### src/rtl/scan_oracle_ctrl.sv
// Scan-access oracle controller: loads a flop state through the scan chain, runs
// N functional capture cycles, shifts the resulting state back out and returns it.
`timescale 1ns/1ps
module scan_oracle_ctrl #(
   parameter int unsigned CHAIN_LEN = 3,
   parameter int unsigned PI_W      = 4,
   parameter int unsigned PO_W      = 1,
   parameter int unsigned CNT_W     = 8
) (
   input  logic                 clk,
   input  logic                 rst,
   input  logic                 req_valid,
   output logic                 req_ready,
   input  logic [CHAIN_LEN-1:0] req_state,
   input  logic [PI_W-1:0]      req_pi,
   input  logic [CNT_W-1:0]     req_cycles,
   output logic                 rsp_valid,
   input  logic                 rsp_ready,
   output logic [CHAIN_LEN-1:0] rsp_state,
   output logic [PO_W-1:0]      rsp_po,
   output logic                 scan_en,
   output logic                 scan_in,
   input  logic                 scan_out,
   output logic                 func_en,
   output logic [PI_W-1:0]      pi_out,
   input  logic [PO_W-1:0]      po_in
);

   localparam int unsigned CW = $clog2(CHAIN_LEN + 1);

   localparam logic [2:0] IDLE      = 3'd0;
   localparam logic [2:0] SHIFT_IN  = 3'd1;
   localparam logic [2:0] CAPTURE   = 3'd2;
   localparam logic [2:0] SHIFT_OUT = 3'd3;
   localparam logic [2:0] RESP      = 3'd4;

   logic [2:0]           state, state_d;
   logic [CW-1:0]        cnt, cnt_d;
   logic [CNT_W-1:0]     cap, cap_d;
   logic                 nocap, nocap_d;
   logic [CHAIN_LEN-1:0] st_q, st_d;
   logic [PI_W-1:0]      pi_q, pi_d;
   logic [CHAIN_LEN-1:0] rsp_state_d;
   logic [PO_W-1:0]      rsp_po_d;
   logic                 req_ready_d, rsp_valid_d, scan_en_d, func_en_d, scan_in_d;
   logic [PI_W-1:0]      pi_out_d;

   // Next-state and next-output logic; outputs are decoded from the next state so they register cleanly.
   always_comb begin
      state_d     = state;
      cnt_d       = cnt;
      cap_d       = cap;
      nocap_d     = nocap;
      st_d        = st_q;
      pi_d        = pi_q;
      rsp_state_d = rsp_state;
      rsp_po_d    = rsp_po;

      case (state)
         IDLE: begin
            if (req_valid && req_ready) begin
               st_d    = req_state;
               pi_d    = req_pi;
               cap_d   = req_cycles;
               nocap_d = (req_cycles == '0);
               cnt_d   = '0;
               state_d = SHIFT_IN;
            end
         end
         SHIFT_IN: begin
            if (cnt == CW'(CHAIN_LEN - 1)) begin
               cnt_d   = '0;
               state_d = (cap != '0) ? CAPTURE : SHIFT_OUT;
            end else begin
               cnt_d = cnt + CW'(1);
            end
         end
         CAPTURE: begin
            cap_d = cap - CNT_W'(1);
            if (cap == CNT_W'(1)) begin
               rsp_po_d = po_in;
               state_d  = SHIFT_OUT;
            end
         end
         SHIFT_OUT: begin
            for (int k = 0; k < CHAIN_LEN; k++) begin
               if (cnt == CW'(k)) rsp_state_d[k] = scan_out;
            end
            // With no capture, outputs are sampled before the first shift disturbs the chain.
            if (nocap && cnt == '0) rsp_po_d = po_in;
            if (cnt == CW'(CHAIN_LEN - 1)) begin
               cnt_d   = '0;
               state_d = RESP;
            end else begin
               cnt_d = cnt + CW'(1);
            end
         end
         RESP: begin
            if (rsp_ready) state_d = IDLE;
         end
         default: state_d = IDLE;
      endcase

      req_ready_d = (state_d == IDLE);
      rsp_valid_d = (state_d == RESP);
      scan_en_d   = (state_d == SHIFT_IN) || (state_d == SHIFT_OUT);
      func_en_d   = (state_d == CAPTURE);
      pi_out_d    = (state_d != IDLE) ? pi_d : '0;
      scan_in_d   = 1'b0;
      for (int k = 0; k < CHAIN_LEN; k++) begin
         if (state_d == SHIFT_IN && cnt_d == CW'(k)) scan_in_d = st_d[k];
      end
   end

   // State, datapath and output registers.
   always_ff @(posedge clk or posedge rst) begin
      if (rst) begin
         state     <= IDLE;
         cnt       <= '0;
         cap       <= '0;
         nocap     <= 1'b0;
         st_q      <= '0;
         pi_q      <= '0;
         rsp_state <= '0;
         rsp_po    <= '0;
         req_ready <= 1'b1;
         rsp_valid <= 1'b0;
         scan_en   <= 1'b0;
         func_en   <= 1'b0;
         scan_in   <= 1'b0;
         pi_out    <= '0;
      end else begin
         state     <= state_d;
         cnt       <= cnt_d;
         cap       <= cap_d;
         nocap     <= nocap_d;
         st_q      <= st_d;
         pi_q      <= pi_d;
         rsp_state <= rsp_state_d;
         rsp_po    <= rsp_po_d;
         req_ready <= req_ready_d;
         rsp_valid <= rsp_valid_d;
         scan_en   <= scan_en_d;
         func_en   <= func_en_d;
         scan_in   <= scan_in_d;
         pi_out    <= pi_out_d;
      end
   end

endmodule

### config.mk
export PLATFORM = sky130hd
export DESIGN_NAME = scan_oracle_ctrl
export DESIGN_NICKNAME = d
export VERILOG_FILES = /design/src/rtl/scan_oracle_ctrl.sv
export SDC_FILE = /design/constraint.sdc
export NUM_CORES = 1
export LEC_CHECK = 0
export ABC_AREA = 0
export CORE_UTILIZATION = 45
export CTS_CLUSTER_SIZE = 30
export DETAILED_ROUTE_END_ITERATION = 12
export PLACE_DENSITY_LB_ADDON = 0.1
export SKIP_LAST_GASP = 1
export SYNTH_ARGS = -nofsm -noshare
export SYNTH_HDL_FRONTEND = slang
export SYNTH_SLANG_ARGS = --single-unit
### constraint.sdc
create_clock -name clk -period 1.79 [get_ports clk]
set_input_delay 0.179 -clock clk [delete_from_list [all_inputs] [get_ports clk]]
set_output_delay 0.179 -clock clk [all_outputs]
set_load 0.1 [all_outputs]
==> results.json <==
{
  "fin_crit_sh": 1.04,
  "arrival_ns": 2.06,
  "ios": 34,
  "crit_required_ns": 2.00,
  "syn-instance-count": 146,
  "grt_remaining_overflow": 0,
  "drc": 0,
  "p_total_mw": 4.47,
  "vias": 1323,
  "p_per_area_nw_per_um2": 1970,
  "crit_slowest_cell": "dfstp_4",
  "syn2layout_area_growth_pct": 44.4,
  "syn-cell-area_um2": 1570,
  "wl_per_cell_um": 13.9,
  "setup_viol_count_final": 17,
  "multi_input_area_um2": 753,
  "fin_crit_ns": 1.85,
  "synth_top_area_frac": 0.525,
  "crit_buf_inv": 1,
  "slew_headroom": 0.654,
  "synth_ff_type": "dfrtp_1",
  "crit_path_start": "req_ready",
  "hold_buffers": 0,
  "violations": "negative setup slack",
  "synth_commonest_cells": "dfrtp_1, nand2_1, a21oi_1, mux2_2",
  "diodes": 0,
  "cts_tree": "done",
  "cts_buffer_depth": 2,
  "vdd_drop_max_mv": 0.935,
  "synth_area_leaders": "dfrtp_1, nand2_1, mux2_2",
  "num_rows": 21,
  "grt_max_degree": 35,
  "drtPass1Iterations": 4,
  "maxCapViolations": 0,
  "synthDistinctLibCells": 42,
  "holdWs_ns": 0.242,
  "synth_edf_count": 0,
  "regArea_um2": 857,
  "slew_violations": 0,
  "viasPerCell": 5.21,
  "fillers": 268,
  "track_usage": 0.211,
  "coreArea_um2": 3340,
  "dp_hpwl_mm": 2.60,
  "synth-async-reset-ratio": 1.00,
  "antenna_found_initial": 0,
  "crit_chain": "nand3b_1, or3_1, buf_4, nand3_2, o211ai_1",
  "dieArea_um2": 3740,
  "critical_path_class": "flop to flop",
  "hold_violations": 0,
  "detail_route.iter0.violations": 34,
  "gp_congestion": 0.742,
  "rr_endpoint": "cap[0]",
  "die_x_um": 61.1,
  "yosys_warnings": 0,
  "floorplan.initialDensity": 0.471,
  "drive_above_1_share": 0.370,
  "p_leak_nw": 1.03,
  "cts_buffers": 5,
  "routed_wl_mm": 3.53,
  "avgSynthCellArea_um2": 10.8,
  "status": "finished, violations left",
  "worstMarginPinSlew_ns": 0.513,
  "startpoint_type": "flop",
  "clk_pin_slew_ns": 0.11,
  "layout_setup_ws_ns": -0.0627,
  "r2r_start": "req_ready",
  "rsz0062_at_grt": "yes",
  "fin_nets": 230,
  "ys_seq_elements": 34,
  "htreeDepth": 2,
  "end_kind": "flop",
  "grt_pass1_vias": 1248,
  "r2r_cells": 5,
  "finalClockSkew_ns": 0.00518,
  "yosysSeqAreaShare": 0.542,
  "worstHoldPathType": "primary input to asynchronous set/reset pin",
  "synth.net_count": 169,
  "cpPeakStageDelay_ns": 0.62,
  "synth_most_common_cell": "dfrtp_1",
  "synth.largest_area_cell": "dfrtp_1",
  "cts_sinks": 34,
  "cp_max_fo": 7,
  "crit_family": "simple AND/OR/NAND/NOR gates",
  "reg2reg_slack_ns": -0.06,
  "clock_latency_ns": 0.32,
  "setup_tns_ns": -0.496,
  "grt_pass1_wl_mm": 5.66,
  "clock.fmax_mhz": 540,
  "antenna_left": 0,
  "place.port_buffers": 33,
  "cts-root-buf": "clkbuf_4",
  "die_y_um": 61.1
}
[cells in the final DEF, fill, tap and decap left out, drive strengths merged, types with 4 or more instances in the layout]
cell type,instances
mux2,8
nand2,27
nor2,7
inv,6
clkdlybuf4s50,20
a21oi,7
clkbuf,6
dfrtp,33
o211ai,5
nand3,4
buf,40
nor3,7
[routing by layer]
metal	global-route usage	wire, um	part of all wire	vias to the layer above
met5	0	0	0	-
met2	0.370	1840	0.52	32
met4	0.0584	38	0.011	0
met1	0.262	1520	0.43	638
li1	-	-	-	649
met3	0.0483	139	0.039	4
[final cells by class]
class / instances / share of cell area
Clock buffer: 6 / 0.0226
Tap cell: 46 / 0.0253
Timing Repair Buffer: 60 / 0.228
Clock inverter: 2 / 0.00551
Multi-Input combinational cell: 100 / 0.332
Sequential cell: 34 / 0.377
Inverter: 6 / 0.00992
[flip-flops by register name (all words and copies together) (netlist names)]
signal and cells:
pi_out 4, scan_in 1, nocap 1, cap 8
rsp_po 1, cnt 2, rsp_valid 1, func_en 1
state 3, req_ready 1, scan_en 1, rsp_state 3
st_q 3, pi_q 4
[kinds of logic after synthesis]
group	after synthesis	synth area share
and+or+nand+nor	62	0.215
DFF	34	0.542
AOI/OAI and AO/OA	26	0.126
buffers and inverters	12	0.0302
muxes	9	0.0660
adders and majority gates	2	0.0159
xor gates and xnor gates	1	0.00557
[what timing repair did]
| action | 4_1_cts | 5_1_grt |
|---|---|---|
| hold endpoints to repair | 0 | 0 |
| setup endpoints to repair | 10 | 18 |
| setup buffers | 6 | 2 |
| pin swaps | 3 | 3 |
| resized for setup | 5 | 4 |
| gates cloned | 0 | 0 |
[through the flow]
step           instance area, um2  cells   util  setup WS (ns)
6_report                     2270    254  0.681        -0.0627
5_1_grt                      2270    254  0.681         -0.146
4_1_cts                      2240    252  0.670        -0.0556
3_5_place_dp                 2100    238  0.630         -0.155
3_3_place_gp                 2100    238  0.630        -0.0480
2_1_floorplan                1650    146      -         -0.186
[worst reg2reg max path, delay by kind of cell (launching register included)]
family,cells,cell delay (ns)
DFF,1,0.62
and+or+nand+nor,3,0.80
buffers and inverters,1,0.24
AOI/OAI and AO/OA,1,0.08
[how the worst max path moves through the flow]
stage | slack (ns) | end | cells after the start
after global routing | -0.15 | cap[0] | 5
final | -0.06 | cap[0] | 5
after floorplan | -0.19 | scan_in | 5
after global placement | -0.05 | scan_in | 6
after CTS | -0.06 | rsp_po | 5
after detailed placement | -0.15 | scan_in | 7
[where the power goes]
group | internal (mW) | total (mW) | switching, mW
Sequential | 1.11 | 1.32 | 0.211
Combinational | 1.04 | 2.71 | 1.67
Clock | 0.189 | 0.441 | 0.252
Total | 2.34 | 4.47 | 2.13
(Power assumes the default switching activity.)
==> RTL edit, RTL diff (config.mk and constraints unchanged) <==
Set the parameter `CHAIN_LEN` to 6 (it was 3).
--- a/src/rtl/scan_oracle_ctrl.sv
+++ b/src/rtl/scan_oracle_ctrl.sv
@@ -3,5 +3,5 @@
 `timescale 1ns/1ps
 module scan_oracle_ctrl #(
-   parameter int unsigned CHAIN_LEN = 3,
+   parameter int unsigned CHAIN_LEN = 6,
    parameter int unsigned PI_W      = 4,
    parameter int unsigned PO_W      = 1,
Interface: changed (resized req_state and rsp_state); port bits go from 34 to 40. The function was not compared with the original's and may differ.
==> RTL edit against the unedited design <==
The flow still finishes with violations (negative setup slack). Sequential cell count grew 7. First-iteration DRC count increased to 3.3 times the old value. Largest cell class unchanged. Clock skew is 4.0 ps higher. Routed wire length increased by 34%. Worst setup slack improved by 1.4 ps. Cell area increased by 23%. Critical path type unchanged. Area after synthesis up 29%. Power grew 22%. Critical endpoint is now scan_in. Maximum frequency hardly changed. Combinational power grew 20%.
==> RTL edit: results (changes against the unedited design) <==
DP HPWL 3490 um (+35%); Netlist cell types 49 (+17%); status finished with violations; Crit Path Max Fanout 5 (-2); list of most frequent post-synthesis cells dfrtp_1 (40), nand2_1 (40), nor2_1 (14), a21oi_1 (9), inv_1 (9); Regs by FF count cap (8), rsp_state (6), st_q (6); GR Util met3 4.68% (-0.15 points); I/O Buffers 39 (+18%); GR met1 Demand/Resource 24.8% (-1.4 points); layout cells sized above 1 33.1% (-3.9 points); failing checks negative setup slack; largest net degree at the start of global routing 42 (+20%); worst skew pair latency 300 ps (-20 ps); Seq/Total Area, Yosys 50.7% (-3.4 points); fillers 363 (+35%); Post-Route Setup TNS -288 ps (+209 ps); final setup fails 8 (-9); Vias per Instance 5.48 (+5.3%); first-pass GRT wire length 8050 um (+42%); Synth area leaders dfrtp_1 (49%), nand2_1 (7.4%), mux2_2 (4.4%), nor2_1 (2.6%), mux2i_1 (2.5%); Nets 292 (+27%); Least-Margin Pin Slew 350 ps (-163 ps); met2 global-route usage 36.4% (-0.60 points); Starting DRT DRC Count 112 (+230%); Routed WL 4740 um (+34%); leakage 0.00129 uW (+25%); GP Congestion 0.831 (+12%); final worst slack -61.3 ps (+1.42 ps); maximum VDD drop 0.000771 V (-17%)
==> RTL edit: cell types whose count changed after synthesis, sizes merged, moves of 3 or more <==
cell   change
buf        +4
dfrtp      +7
inv        +3
mux2i      +4
nand2     +13
nor2       +7
nor3       -6
nor3b      +3
or3b       +4
==> RTL edit: routing by layer <==
layer,part of all wire [%],vias up
met5,0,-
met4,1.8,0
met3,3.4,9
met2,50,32
met1,44,860
li1,-,843
==> RTL edit: worst paths after layout <==
path,startpoint,end,slack (ps),cells past startpoint
max,cap[5],scan_in,-60,5
min,rst,state[0],240,3
max reg2reg,cap[5],scan_in,-60,5
min reg2reg,pi_q[1],pi_q[1],490,2
max in group asynchronous,rst,req_ready,1300,3
min in group clk,req_state[5],st_q[5],410,3
==> RTL edit: timing repair <==
action	4_1_cts	5_1_grt
setup buffers	1	2
endpoints found under the setup margin	10	7
resized for setup	2	11
pin swaps	1	4
==> RTL edit: cell type report <==
type	count	area share, %
Sequential cell	41	37.0
Multi-Input combinational cell	140	35.3
Timing Repair Buffer	68	21.2
Clock buffer	6	2.60
Tap cell	52	2.33
Inverter	9	1.21
Clock inverter	2	0.358
==> RTL edit: cell families after synthesis <==
logic type,synth area share (%)
and+or+nand+nor,22.8
adders and majority gates,1.85
buffers and inverters,3.77
xor gates and xnor gates,0.433
muxes,6.92
AOI/OAI and AO/OA,13.5
DFF,50.7
==> RTL edit: worst max-delay path, cell delays in order, from the launching register on <==
cell and delay [ps]:
dfrtp_1 380, or3_4 380, or4_4 460, o211ai_4 300, nand2_2 90, o31ai_2 160
==> RTL edit: where the power goes <==
group	total, uW	switching [uW]	internal (uW)	leakage (uW)
Sequential	1620	296	1330	0.000503
Combinational	3250	2040	1210	0.000743
Clock	588	318	270	0.0000450
==> RTL edit: metrics by stage <==
| step | instance area (um^2) | total power (uW) | std cells | setup WS, ps | util [%] |
|---|---|---|---|---|---|
| 2_1_floorplan | 2060 | 3800 | 199 | -24.0 | - |
| 5_1_grt | 2790 | 5770 | 318 | -155 | 64.6 |
| 3_5_place_dp | 2650 | 4720 | 307 | -91.1 | 61.3 |
| 4_1_cts | 2750 | 5360 | 316 | -55.9 | 63.5 |
| 6_report | 2790 | 5460 | 318 | -61.3 | 64.6 |
| 3_3_place_gp | 2650 | 4640 | 307 | -30.3 | 61.3 |
